**src/rtl/lcd_hd44780_ctrl.sv**
```systemverilog
// HD44780 bus-cycle engine: turns each LCD-window store into a timed RS/DATA/EN sequence.
// Optional power-on init sequence is enabled with the LCD_INIT_EN macro.
module lcd_hd44780_ctrl #(
  parameter int unsigned T_SETUP     = 4,
  parameter int unsigned T_PW        = 12,
  parameter int unsigned T_HOLD      = 4,
  parameter int unsigned T_EXEC      = 1850,
  parameter int unsigned T_EXEC_LONG = 82000,
  parameter int unsigned T_POWERUP   = 750000
) (
  input  logic        i_clk,
  input  logic        i_reset,
  input  logic        i_wr_en,
  input  logic [31:0] i_wr_data,
  input  logic        i_stat_clr,
  output logic [31:0] o_status,
  output logic [7:0]  o_lcd_data,
  output logic        o_lcd_rs,
  output logic        o_lcd_rw,
  output logic        o_lcd_en,
  output logic        o_lcd_on
);

  function automatic int unsigned max2(input int unsigned a, input int unsigned b);
    return (a > b) ? a : b;
  endfunction

  localparam int unsigned T_MAX = max2(max2(max2(T_SETUP, T_PW), max2(T_HOLD, T_EXEC)),
                                       max2(T_EXEC_LONG, T_POWERUP));
  localparam int CW = $clog2(T_MAX) + 1;

  localparam logic [CW-1:0] CNT_SETUP     = CW'(T_SETUP - 1);
  localparam logic [CW-1:0] CNT_PW        = CW'(T_PW - 1);
  localparam logic [CW-1:0] CNT_HOLD      = CW'(T_HOLD - 1);
  localparam logic [CW-1:0] CNT_EXEC      = CW'(T_EXEC - 1);
  localparam logic [CW-1:0] CNT_EXEC_LONG = CW'(T_EXEC_LONG - 1);

  typedef enum logic [2:0] {
    ST_IDLE  = 3'd0,
    ST_SETUP = 3'd1,
    ST_PULSE = 3'd2,
    ST_HOLD  = 3'd3,
    ST_WAIT  = 3'd4
`ifdef LCD_INIT_EN
    , ST_INIT_WAIT = 3'd5
`endif
  } state_t;

`ifdef LCD_INIT_EN
  localparam state_t        RST_STATE = ST_INIT_WAIT;
  localparam logic [CW-1:0] RST_CNT   = CW'(T_POWERUP - 1);
`else
  localparam state_t        RST_STATE = ST_IDLE;
  localparam logic [CW-1:0] RST_CNT   = '0;
`endif

  state_t          state_q, state_d;
  logic [CW-1:0]   cnt_q, cnt_d;
  logic [7:0]      cur_byte_q, cur_byte_d;
  logic            cur_rs_q, cur_rs_d;
  logic            hold_vld_q, hold_vld_d;
  logic [7:0]      hold_byte_q, hold_byte_d;
  logic            hold_rs_q, hold_rs_d;
  logic            ovf_q, ovf_d;
  logic            lcd_on_q, lcd_on_d;
  logic            lcd_en_q, lcd_en_d;
  logic            busy;
  logic            init_pend;
  logic            long_wait;
  logic            wr_direct;
  logic            hold_free;
  logic            unused_wr_bits;

  assign unused_wr_bits = ^i_wr_data[30:9];

`ifdef LCD_INIT_EN
  logic [2:0] init_idx_q, init_idx_d;
  logic [7:0] init_byte;

  always_comb begin
    case (init_idx_q)
      3'd0:    init_byte = 8'h38;
      3'd1:    init_byte = 8'h0C;
      3'd2:    init_byte = 8'h01;
      default: init_byte = 8'h06;
    endcase
  end

  assign init_pend = (init_idx_q < 3'd4);
`else
  assign init_pend = 1'b0;
`endif

  // Clear/Home (and the undefined 0x00) need the long execution time.
  assign long_wait = !cur_rs_q && (cur_byte_q <= 8'h03);
  assign wr_direct = i_wr_en && (state_q == ST_IDLE) && !hold_vld_q && !init_pend;
  // In IDLE the hold entry is being drained this cycle, so it can take a new write.
  assign hold_free = !hold_vld_q || ((state_q == ST_IDLE) && !init_pend);

  always_ff @(posedge i_clk or negedge i_reset) begin
    if (!i_reset) begin
      state_q     <= RST_STATE;
      cnt_q       <= RST_CNT;
      cur_byte_q  <= '0;
      cur_rs_q    <= 1'b0;
      hold_vld_q  <= 1'b0;
      hold_byte_q <= '0;
      hold_rs_q   <= 1'b0;
      ovf_q       <= 1'b0;
      lcd_on_q    <= 1'b0;
      lcd_en_q    <= 1'b0;
`ifdef LCD_INIT_EN
      init_idx_q  <= '0;
`endif
    end else begin
      state_q     <= state_d;
      cnt_q       <= cnt_d;
      cur_byte_q  <= cur_byte_d;
      cur_rs_q    <= cur_rs_d;
      hold_vld_q  <= hold_vld_d;
      hold_byte_q <= hold_byte_d;
      hold_rs_q   <= hold_rs_d;
      ovf_q       <= ovf_d;
      lcd_on_q    <= lcd_on_d;
      lcd_en_q    <= lcd_en_d;
`ifdef LCD_INIT_EN
      init_idx_q  <= init_idx_d;
`endif
    end
  end

  always_comb begin
    state_d     = state_q;
    cnt_d       = (cnt_q == '0) ? '0 : cnt_q - 1'b1;
    cur_byte_d  = cur_byte_q;
    cur_rs_d    = cur_rs_q;
    hold_vld_d  = hold_vld_q;
    hold_byte_d = hold_byte_q;
    hold_rs_d   = hold_rs_q;
    ovf_d       = ovf_q;
    lcd_on_d    = lcd_on_q;
`ifdef LCD_INIT_EN
    init_idx_d  = init_idx_q;
`endif

    case (state_q)
      ST_IDLE: begin
`ifdef LCD_INIT_EN
        if (init_pend) begin
          cur_byte_d = init_byte;
          cur_rs_d   = 1'b0;
          init_idx_d = init_idx_q + 3'd1;
          state_d    = ST_SETUP;
          cnt_d      = CNT_SETUP;
        end else
`endif
        if (hold_vld_q) begin
          cur_byte_d = hold_byte_q;
          cur_rs_d   = hold_rs_q;
          hold_vld_d = 1'b0;
          state_d    = ST_SETUP;
          cnt_d      = CNT_SETUP;
        end else if (wr_direct) begin
          cur_byte_d = i_wr_data[7:0];
          cur_rs_d   = i_wr_data[8];
          state_d    = ST_SETUP;
          cnt_d      = CNT_SETUP;
        end
      end
      ST_SETUP: begin
        if (cnt_q == '0) begin
          state_d = ST_PULSE;
          cnt_d   = CNT_PW;
        end
      end
      ST_PULSE: begin
        if (cnt_q == '0) begin
          state_d = ST_HOLD;
          cnt_d   = CNT_HOLD;
        end
      end
      ST_HOLD: begin
        if (cnt_q == '0) begin
          state_d = ST_WAIT;
          cnt_d   = long_wait ? CNT_EXEC_LONG : CNT_EXEC;
        end
      end
      ST_WAIT: begin
        if (cnt_q == '0) begin
          state_d = ST_IDLE;
          cnt_d   = '0;
        end
      end
`ifdef LCD_INIT_EN
      ST_INIT_WAIT: begin
        if (cnt_q == '0) begin
          state_d = ST_IDLE;
          cnt_d   = '0;
        end
      end
`endif
      default: begin
        state_d = ST_IDLE;
        cnt_d   = '0;
      end
    endcase

    // Clear first so a simultaneous drop leaves the flag set.
    if (i_stat_clr) ovf_d = 1'b0;

    if (i_wr_en) begin
      lcd_on_d = i_wr_data[31];
      if (!wr_direct) begin
        if (hold_free) begin
          hold_vld_d  = 1'b1;
          hold_byte_d = i_wr_data[7:0];
          hold_rs_d   = i_wr_data[8];
        end else begin
          ovf_d = 1'b1;
        end
      end
    end
  end

  always_comb begin
    lcd_en_d = (state_d == ST_PULSE);
    busy     = (state_q != ST_IDLE) || hold_vld_q || init_pend;
  end

  assign o_status   = {30'b0, ovf_q, busy};
  assign o_lcd_data = cur_byte_q;
  assign o_lcd_rs   = cur_rs_q;
  assign o_lcd_rw   = 1'b0;
  assign o_lcd_en   = lcd_en_q;
  assign o_lcd_on   = lcd_on_q;

endmodule

```
**config.mk**
```make
export PLATFORM = sky130hd
export DESIGN_NAME = lcd_hd44780_ctrl
export DESIGN_NICKNAME = d
export VERILOG_FILES = /design/src/rtl/lcd_hd44780_ctrl.sv
export SDC_FILE = /design/constraint.sdc
export NUM_CORES = 1
export LEC_CHECK = 0
export BUFFER_PORTS_ARGS = -buffer_cell sky130_fd_sc_hd__buf_2
export CAP_MARGIN = 20
export CORE_MARGIN = 4
export CORE_UTILIZATION = 55
export DETAILED_ROUTE_END_ITERATION = 6
export GPL_ROUTABILITY_DRIVEN = 0
export PLACE_DENSITY = 0.85
export SKIP_CTS_REPAIR_TIMING = 1
export SYNTH_ARGS = -nofsm -noshare
export SYNTH_HDL_FRONTEND = slang
export SYNTH_SLANG_ARGS = --single-unit
export TNS_END_PERCENT = 20
```
**constraint.sdc**
```tcl
create_clock -name i_clk -period 3.05 [get_ports i_clk]
set_clock_uncertainty 0.05 [all_clocks]
set_input_delay 0.4575 -clock i_clk [delete_from_list [all_inputs] [get_ports i_clk]]
set_output_delay 0.4575 -clock i_clk [all_outputs]
set_load 0.02 [all_outputs]
```
Word-level counts from Yosys, hierarchy flattened
Cells that the tools add are included.
{ "op_classes": {"addsub": 1, "magnitude_cmp": 1, "eq_ne": 5, "n_mux": 28, "n_bitwise": 1, "n_reduce_logical": 13} }
{ "ops": {"columns": ["operator", "n"], "rows": [
  ["21-bit 2-to-1 mux", 7],
  ["21-bit case mux with 5 select lines", 1],
  ["21-bit logical NOT", 1],
  ["21-bit by 1-bit subtractor with 21-bit output (second input constant)", 1],
  ["3-bit 2-to-1 mux", 6],
  ["17-bit 2-to-1 mux", 1],
  ["8-bit 2-to-1 mux", 2],
  ["3-bit case mux with 5 select lines", 1],
  ["1-bit 2-to-1 mux", 10],
  ["3-bit by 2-bit equality test with 1-bit output (second input constant)", 3],
  ["8-bit by 2-bit <= comparator with 1-bit output (second input constant)", 1],
  ["3-bit by 1-bit equality test with 1-bit output (second input constant)", 1],
  ["3-bit equality test (second input constant)", 1],
  ["1-bit logical AND", 3],
  ["3-bit logical NOT", 1],
  ["3-bit AND reduction", 1],
  ["3-bit nonzero test", 1],
  ["1-bit logical NOT", 2],
  ["1-bit logical OR", 2],
  ["2-bit AND reduction", 1],
  ["2-bit nonzero test", 1],
  ["1-bit inverter", 1]
]} }
{ "word_totals": {"regBits": 46, "inputBits": 36, "out_inout_bits": 44, "word_cells": 59} }

Longest topological paths before layout
Gate-level depths: netlist (run 1).
{ "depth": {"word_depth": 7, "ltp_mapped": 7, "ltp_nobuf": 6} }

Worst setup path after synthesis (run 1)
OpenSTA, ideal clock, no wires.
{ "synth_path": {"kind": "register to register", "start": "register cnt_q[0]", "end": "register cnt_q[3]", "setup_time_ns": 0.087, "arrival_time_ns": 1.899, "required_ns": 2.913, "setup_slack_ns": 1.014, "stages_incl_launch_ff": 7, "n_path_buf": 0, "synth_period_minus_slack_ns": 2.036, "cell_sequence": "dfrtp_1 -> inv_1 -> ha_1 -> or4b_4 -> nand2b_4 -> or4_4 -> a211oi_2"} }
{ "synth_via": {"elab_chain_len": 5, "word_cells_on_any_way": 10, "classes_between": "add/sub (1); mux (8); reduce/logical (1)"} }
{ "synth_rtl": {"columns": ["item", "line", "source"], "rows": [
  ["start, declared", "58", "logic [CW-1:0] cnt_q, cnt_d;"],
  ["start signal, assigned", "117", "cnt_q <= cnt_d;"],
  ["21-bit by 1-bit subtractor with 21-bit output or 21-bit logical NOT (tied branches)", "134, 171, 177", null],
  ["21-bit 2-to-1 mux", "134", "cnt_d = (cnt_q == '0) ? '0 : cnt_q - 1'b1;"],
  ["21-bit 2-to-1 mux", "163", "end else if (wr_direct) begin"],
  ["21-bit 2-to-1 mux", "157", "if (hold_vld_q) begin"],
  ["21-bit case mux with 5 select lines (*)", "146", "case (state_q)"],
  ["net cnt_d[3]", "58", null]
]} }
Mark *: on every way through the listed nets, which the timed path passes. The rest lies on a longest branch.
A chain may end at the register's enable or synchronous reset.

Worst setup path in the final report (run 1)
{ "layout_path": {"start": "register cnt_q[0]", "end": "register cnt_q[5]"} }
The elaborated chain is that of the path after synthesis.

==> flow_summary.rst, run 1 <==
.. list-table::
   :header-rows: 1

   * - Metric
     - Value
   * - Synthesis-to-finish area growth
     - 6.89%
   * - Post-Synthesis Cells
     - between 200 and 300
   * - Die Area
     - around 0.0058 mm^2
   * - Max IR drop VDD
     - roughly 0.00053 V
   * - Leakage power figure
     - 1.24 nW
   * - Final wirelength
     - around 4600 um
   * - Global-route wire length before repair
     - around 8000 um
   * - Total of flip-flops plus latches after synthesis
     - 46
   * - Horizontal die dimension
     - approximately 76 um
   * - Worst EP arrival
     - roughly 2600 ps
   * - Internal power component
     - 1.16 mW
   * - Total of endpoints with negative setup slack in the final report
     - 0
   * - Top cells by area, synth
     - sky130_fd_sc_hd__dfrtp_1 45%, sky130_fd_sc_hd__buf_4 9.7%, sky130_fd_sc_hd__mux2_2 4.4%, sky130_fd_sc_hd__a21oi_1 3.7%, sky130_fd_sc_hd__mux2i_1 3.5%
   * - Root buffer selected by CTS
     - sky130_fd_sc_hd__clkbuf_8
   * - Overall global routing resource usage
     - roughly 16%
   * - Largest stage delay on the critical path
     - ~570 ps
   * - Most instantiated library cell after synthesis
     - sky130_fd_sc_hd__dfrtp_1
   * - Post-detailed-route count of antenna-violating nets
     - 0
   * - Post-Synthesis Mean Instance Area
     - a little over 10 um^2
   * - Switching power as a share of total power
     - between 30% and 40%
   * - Nets
     - roughly 310
   * - Result of the run
     - complete, no violations
   * - Peak Freq
     - about 400 MHz
   * - RSZ-0062 raised after global routing
     - false
   * - Fill cell total of the finished layout
     - ~340
   * - Post-synth top area cell
     - sky130_fd_sc_hd__dfrtp_1
   * - Via Count
     - 1,817
   * - Clock transition at the registers of the reported paths
     - 90 ps
   * - Antenna violations before repair
     - 0
   * - Reg power frac
     - roughly half
   * - Clock Path Buffers
     - 2
   * - Ports
     - 80
   * - Placed wire-length estimate after detailed placement
     - roughly 3300 um
   * - Part of the total power dissipated in the clock network
     - about a quarter
   * - Syn Std Cell Area
     - between 0.002 and 0.003 mm^2
   * - Data required time at the worst endpoint
     - between 3000 and 4000 ps
   * - Count of routing violations after the opening detailed-route iteration
     - ~120
   * - Synth top area share
     - 45.3%
   * - Via/cell ratio
     - around 5.5
   * - Number of instances in the placed design
     - roughly 320
   * - Sum of negative setup slack
     - 0 ps
   * - Total inserted antenna cells
     - 0
   * - Critical path startpoint category
     - register
   * - CTS buffer count
     - 5
   * - Top cells by count, synth
     - 46 x sky130_fd_sc_hd__dfrtp_1, 33 x sky130_fd_sc_hd__buf_4, 23 x sky130_fd_sc_hd__nor2_1
   * - Period minus WS final
     - about 2500 ps
   * - Start-to-end type of the worst setup path
     - register to register
   * - Fraction of synthesized area in multiplexers
     - between 7 and 8%
   * - Warnings from Yosys
     - 0
   * - Final hold slack
     - approximately 28 ps
   * - 1st-pass router iterations
     - 4
   * - Normalized max-slew margin
     - 56.7%
   * - TritonCTS clock tree
     - built
   * - Via count of the first global-routing pass
     - approximately 1,800
   * - Placed inst area
     - between 0.002 and 0.003 mm^2
   * - Count of unique library cells instantiated by Yosys
     - between 40 and 50
   * - Number of H-tree levels
     - 2
   * - Hold violation count in the final report
     - 0
   * - Quantity of I/O buffers inserted on ports
     - 26
   * - Later-pin clock latency in the skew report
     - roughly 300 ps
   * - Share of final-layout standard cells stronger than drive strength 1
     - 21.4%
   * - Sequence of cells on the critical path
     - inv_1 > ha_1 > or4b_4 > nor2_1 > a211o_1 > o21ai_0
   * - Synth Flop Type
     - sky130_fd_sc_hd__dfrtp_1
   * - Non-filler instance count after layout
     - about 330
   * - Share of flip-flops with an asynchronous set or reset
     - 100%
   * - Share of synthesized area occupied by flip-flops and latches
     - a little under half
   * - Slew of the pin with the lowest slew margin
     - approximately 640 ps
   * - Power per cell area
     - 636 mW/mm^2
   * - Multi-input combinational cell area
     - 0.00120 mm^2
   * - Simple-gate share of the synthesized area
     - between 10% and 20%
   * - Average wire per cell in the routed design
     - ~14 um
   * - Finished layout cell area
     - approximately 0.0027 mm^2
   * - Path category of the worst min-delay check
     - primary input to async pin
   * - Overflow after GRT
     - 0
   * - Number of core rows
     - 24
   * - Initial Utilization
     - 57.6%
   * - Part of the total power dissipated in combinational logic
     - 23.3%
   * - Fraction of the mapped netlist area in adder cells
     - about 1.4%
   * - Switching power of the nets
     - about 570 uW
   * - Critical Path Slowest Stage Cell
     - sky130_fd_sc_hd__a211o_1
   * - Synthesized-area fraction occupied by ao, oa, aoi and oai cells
     - roughly an eighth
   * - Count of flip-flops with a built-in enable after synthesis
     - 0
   * - Largest net degree at the start of global routing
     - 47
   * - Synth Area in XOR/XNOR
     - 3.79%
   * - Period Utilization, post-route
     - roughly 80%
   * - Largest family of logic cells by synthesized area
     - simple AND/OR/NAND/NOR gates
   * - Critical path endpoint category
     - register
   * - Slew Limit Fails
     - 0
   * - Residual DRC count
     - 0
   * - CORE AREA
     - approximately 0.0044 mm^2
   * - Area taken by flip-flops and latches
     - between 0.001 and 0.0015 mm^2
   * - Clock net sink count
     - between 40 and 50
   * - Largest driver fanout on the critical path
     - 18
   * - Die outline height
     - approximately 76 um
   * - # Max-Cap Violations
     - 0
routing by layer:
| layer | GRT usage (%) | vias to the layer above | part of all wire, % |
|---|---|---|---|
| met3 | 4.26 | 4 | 6.0 |
| met5 | 0 | - | 0 |
| li1 | - | 881 | - |
| met4 | 5.87 | 0 | 0.99 |
| met1 | 20.7 | 877 | 43 |
| met2 | 26.8 | 55 | 50 |
power groups by stage:
stage	Clock, mW	Sequential, mW	Combinational, mW
4_1_cts	0.469	0.872	0.400
3_5_place_dp	0	0.883	0.395
5_1_grt	0.492	0.898	0.446
2_1_floorplan	0	0.878	0.310
6_report	0.454	0.872	0.402
3_3_place_gp	0	0.872	0.379
layout make-up:
type | count | share of cell area, %
clock buffer | 5 | 2.53
clock inverter | 3 | 1.66
inverter | 5 | 0.690
multi-input combinational | 187 | 44.0
sequential | 46 | 42.3
tap | 52 | 2.39
timing repair buffer | 30 | 6.35
worst paths after layout:
path / startpoint / endpoint / slack, ps / cells past startpoint
max in group asynchronous: i_reset / cnt_q[2] / 2430 / 2
min in group i_clk: i_wr_data[31] / o_lcd_on / 340 / 2
max reg2reg: cnt_q[0] / cnt_q[5] / 570 / 6
max: cnt_q[0] / cnt_q[5] / 570 / 6
min reg2reg: ovf_q / ovf_q / 450 / 1
min: i_reset / cnt_q[12] / 30 / 1
cells in the final DEF (no fill, tap or decap), types with 5 or more instances in the layout:
cell	instances
sky130_fd_sc_hd__nand2_1	7
sky130_fd_sc_hd__inv_1	5
sky130_fd_sc_hd__dfrtp_1	46
sky130_fd_sc_hd__nor2_1	23
sky130_fd_sc_hd__o21ai_0	12
sky130_fd_sc_hd__buf_2	26
sky130_fd_sc_hd__xor2_1	7
sky130_fd_sc_hd__conb_1	31
sky130_fd_sc_hd__mux2_2	10
sky130_fd_sc_hd__or4_1	5
sky130_fd_sc_hd__nand3_1	5
sky130_fd_sc_hd__a21oi_1	19
sky130_fd_sc_hd__clkbuf_8	5
sky130_fd_sc_hd__mux2i_1	9
sky130_fd_sc_hd__or3_1	7
sky130_fd_sc_hd__nand4_1	5
flip-flops by register name, summed over array words and instances (netlist names):
register / count
cnt_q: 21
hold_byte_q: 8
o_lcd_data: 8
state_q: 3
hold_rs_q: 1
hold_vld_q: 1
o_lcd_en: 1
o_lcd_on: 1
o_lcd_rs: 1
ovf_q: 1
per-stage QoR:
step | utilization, % | total power, mW | setup WS (ps)
floorplan | - | 1.19 | 1010
global placement | 58.6 | 1.25 | 698
detailed placement | 58.6 | 1.28 | 619
CTS | 61.1 | 1.74 | 588
global route | 61.6 | 1.84 | 347
finish | 61.6 | 1.73 | 571
critical path, delay by kind of cell, from the launching register on:
family                     cells  cell delay (ps)
AOI/OAI and AO/OA              2              770
adders and majority gates      1              160
buffers and inverters          1              110
DFF                            1              410
and+or+nand+nor                2              820
cell families after synthesis:
family          after synthesis
simple gates                 74
compound gates               49
buf+inv                      48
flops                        46
mux                          19
xor+xnor                     11
fa+ha+maj                     3
other cells                   1
Note: power is estimated with default switching activity, not from simulation.
==> run 2: changes to the inputs <==
CORE_UTILIZATION = 51   (was 55)
PLACE_DENSITY = 0.8   (was 0.85)
clock period = 2.6 ns   (was 3.05 ns; I/O delays follow)
==> run 2 against run 1 <==
  * The flow now finishes with violations (hold timing)
  * Final cell count increased by 5.5%
  * Sequential cell count stayed put
  * Non-clock buffer count up 3
  * Clock power rose by 20%
  * Sequential power up 17%
  * Critical path depth fell by 3
  * Critical endpoint is now o_status[0]
  * Largest cell class unchanged
  * Largest power group unchanged
==> flow_summary.rst, run 2 (synthesis gave the netlist of run 1 again) <==
.. list-table::
   :header-rows: 1

   * - Metric
     - Value
   * - Switching power as a share of total power
     - 32.8% (-0.22 points)
   * - Failing checks
     - hold timing
   * - Count of routing violations after the opening detailed-route iteration
     - 107 (-13%)
   * - Worst Reg-to-Reg Cells
     - 7 (+1)
   * - Path category of the worst min-delay check
     - primary input to async pin
   * - Peak Freq
     - about 460 MHz
   * - Data required time at the worst endpoint
     - 2160 ps (-990 ps)
   * - Internal power component
     - 1.36 mW (+18%)
   * - Via Count
     - 1,809 (-0.44%)
   * - # Max-Cap Violations
     - 0 (unchanged)
   * - Overflow after GRT
     - 0 (unchanged)
   * - RSZ-0062 raised after global routing
     - false
   * - Period Utilization, post-route
     - about 84%
   * - Quantity of I/O buffers inserted on ports
     - 26 (unchanged)
   * - Most common library cell in the layout ignoring fill and taps
     - sky130_fd_sc_hd__dfrtp_1
   * - Reg-to-reg slack, setup
     - 430 ps (-140 ps)
   * - Average wire per cell in the routed design
     - 13.3 um (-5.8%)
   * - Met2 Routed Length
     - 2230 um (-3.4%)
   * - Placed inst area
     - 0.00263 mm^2 (+1.9%)
   * - Total power consumption of the routed design
     - 2.03 mW (+17%)
   * - Clock net sink count
     - 46 (unchanged)
   * - Via/cell ratio
     - 5.23 (-5.6%)
   * - Worst Slack Setup Final
     - 413 ps (-158 ps)
   * - Largest net degree at the start of global routing
     - 25 (-47%)
   * - Number of H-tree levels
     - 2 (unchanged)
   * - Reg power frac
     - 50.3% (-0.2 points)
   * - Horizontal die dimension
     - 78.6 um (+3.4%)
   * - Normalized max-slew margin
     - 57.7% (+1.1 points)
   * - Slew Limit Fails
     - 0 (unchanged)
   * - Root buffer selected by CTS
     - sky130_fd_sc_hd__clkbuf_8
   * - Crit-path leading delay family
     - simple AND/OR/NAND/NOR gates
   * - Residual DRC count
     - 0 (unchanged)
   * - Critical path endpoint category
     - output pin
   * - Antenna violations before repair
     - 0 (unchanged)
   * - Max IR drop VDD
     - 0.000407 V (-23%)
   * - Critical Path Slowest Stage Cell
     - sky130_fd_sc_hd__or3_1
   * - 1st-pass router iterations
     - 4 (unchanged)
   * - Clock transition at the registers of the reported paths
     - 90 ps (about the same)
   * - Endpoint of the most critical register-to-register path
     - cnt_q[9]
   * - Largest register FFs
     - 21 (unchanged)
   * - Period minus WS final
     - between 2000 and 2500 ps
   * - Sequence of cells on the critical path
     - or3_1 > or2_2 > buf_2
   * - Count of buffering cells on the critical path with inverters included
     - 1 (unchanged)
   * - Finished layout cell area
     - 0.00275 mm^2 (+1.0%)
   * - Placed wire-length estimate after detailed placement
     - 3390 um (+2.0%)
   * - Overall global routing resource usage
     - 16.7% (+0.31 points)
   * - Final wirelength
     - 4620 um (-0.62%)
   * - Clock Path Buffers
     - 2 (unchanged)
   * - Initial Utilization
     - 53.2% (-4.5 points)
   * - Met1 Wirelength
     - 2000 um (-0.60%)
   * - Part of the total power dissipated in combinational logic
     - 22.8% (-0.5 points)
   * - Share of final-layout standard cells stronger than drive strength 1
     - 22.2% (+0.85 points)
   * - Global-route wire length before repair
     - 8030 um (+0.87%)
   * - Critical path startpoint category
     - register
   * - Worst EP arrival
     - 1750 ps (-820 ps)
   * - Die outline height
     - 78.6 um (+3.4%)
   * - Total of endpoints with negative setup slack in the final report
     - 0 (unchanged)
   * - Leakage power figure
     - 1.26 nW (+1.6%)
   * - Via count of the first global-routing pass
     - 1,747 (-1.5%)
   * - Number of instances in the placed design
     - 338 (+6.0%)
   * - Largest stage delay on the critical path
     - 480 ps (-90 ps)
   * - Part of the total power dissipated in the clock network
     - 26.9% (+0.6 points)
   * - Top Metal Used
     - met4
   * - Top library cells by usage in the layout, fill and taps aside
     - 46 x sky130_fd_sc_hd__dfrtp_1, 31 x sky130_fd_sc_hd__conb_1, 26 x sky130_fd_sc_hd__buf_2, 23 x sky130_fd_sc_hd__nor2_1, 19 x sky130_fd_sc_hd__a21oi_1
   * - CTS buffer count
     - 5 (unchanged)
   * - Largest driver fanout on the critical path
     - 9 (-9)
   * - Slew of the pin with the lowest slew margin
     - 634 ps (-9.97 ps)
   * - TritonCTS clock tree
     - built
   * - Switching power of the nets
     - 664 uW (+16%)
   * - Power per cell area
     - 738 mW/mm^2 (+16%)
   * - Hold violation count in the final report
     - 9 (+9)
   * - Post-detailed-route count of antenna-violating nets
     - 0 (unchanged)
   * - CORE AREA
     - 0.00479 mm^2 (+8.4%)
   * - Met3 routed wirelength
     - 319 um (+15%)
   * - Non-filler instance count after layout
     - 346 (+5.5%)
   * - Later-pin clock latency in the skew report
     - 300 ps (about the same)
   * - Final hold slack
     - -2.89 ps (-30.8 ps)
   * - Nets
     - 316 (+0.96%)
   * - Ports
     - 80 (unchanged)
   * - Total inserted antenna cells
     - 0 (unchanged)
   * - Post-placement worst setup slack
     - 461 ps (-157 ps)
   * - Reg2Reg Launch Point
     - cnt_q[0]
   * - Number of core rows
     - 25 (+4.2%)
   * - Sum of negative setup slack
     - 0 ps (unchanged)
   * - Result of the run
     - complete, but fails checks
   * - Largest register by flop count
     - cnt_q
   * - Start-to-end type of the worst setup path
     - register to output pin
   * - Synthesis-to-finish area growth
     - 7.97%
   * - Die Area
     - 0.00618 mm^2 (+7.0%)
   * - Fill cell total of the finished layout
     - 429 (+25%)
## run 2: final cells by class
class                           instances  area, um^2  area share [%]
Inverter                                5        18.8           0.683
Clock buffer                            5        68.8            2.51
Clock inverter                          3        43.8            1.59
Timing Repair Buffer                   33         183            6.65
Sequential cell                        46        1150            41.9
Multi-Input combinational cell        187        1200            43.6
Tap cell                               67        83.8            3.05
## run 2: power by group through the flow
stage               clock (mW)  combinational, mW  sequential, mW
CTS                      0.561              0.466            1.02
global route             0.592              0.515            1.04
floorplan                    0              0.364            1.03
detailed placement           0              0.463            1.03
finish                   0.546              0.462            1.02
global placement             0              0.451            1.02
## run 2: worst register-to-register path, stage by stage (launching register included)
cell and delay, ps:
sky130_fd_sc_hd__dfrtp_1 410, sky130_fd_sc_hd__inv_1 110, sky130_fd_sc_hd__ha_1 140, sky130_fd_sc_hd__or4b_4 460, sky130_fd_sc_hd__nor2_1 350, sky130_fd_sc_hd__a211o_1 190, sky130_fd_sc_hd__buf_4 210, sky130_fd_sc_hd__o21ai_0 120
## run 2: worst max-delay path by stage
| stage | start | end | slack (ps) | cells after the start |
|---|---|---|---|---|
| after floorplan | cnt_q[0] | cnt_q[3] | 560 | 6 |
| after global placement | cnt_q[0] | cnt_q[5] | 480 | 7 |
| after detailed placement | cnt_q[0] | cnt_q[9] | 460 | 7 |
| after CTS | state_q[2] | o_status[0] | 400 | 3 |
| after global routing | cnt_q[0] | cnt_q[9] | 270 | 6 |
| final | state_q[2] | o_status[0] | 410 | 3 |
## run 2: per-stage QoR
step | utilization [%] | hold slack (ps)
after floorplan | - | 44.4
after global placement | 55.0 | 334
after detailed placement | 55.0 | 344
after CTS | 57.4 | 4.69
after global routing | 57.4 | 24.9
final | 57.4 | -2.89
## run 2: metal layers
layer / global-route usage, % / vias up
met5: 0 / -
met4: 5.42 / 0
met3: 5.62 / 5
met2: 27.1 / 53
met1: 20.8 / 869
li1: - / 882
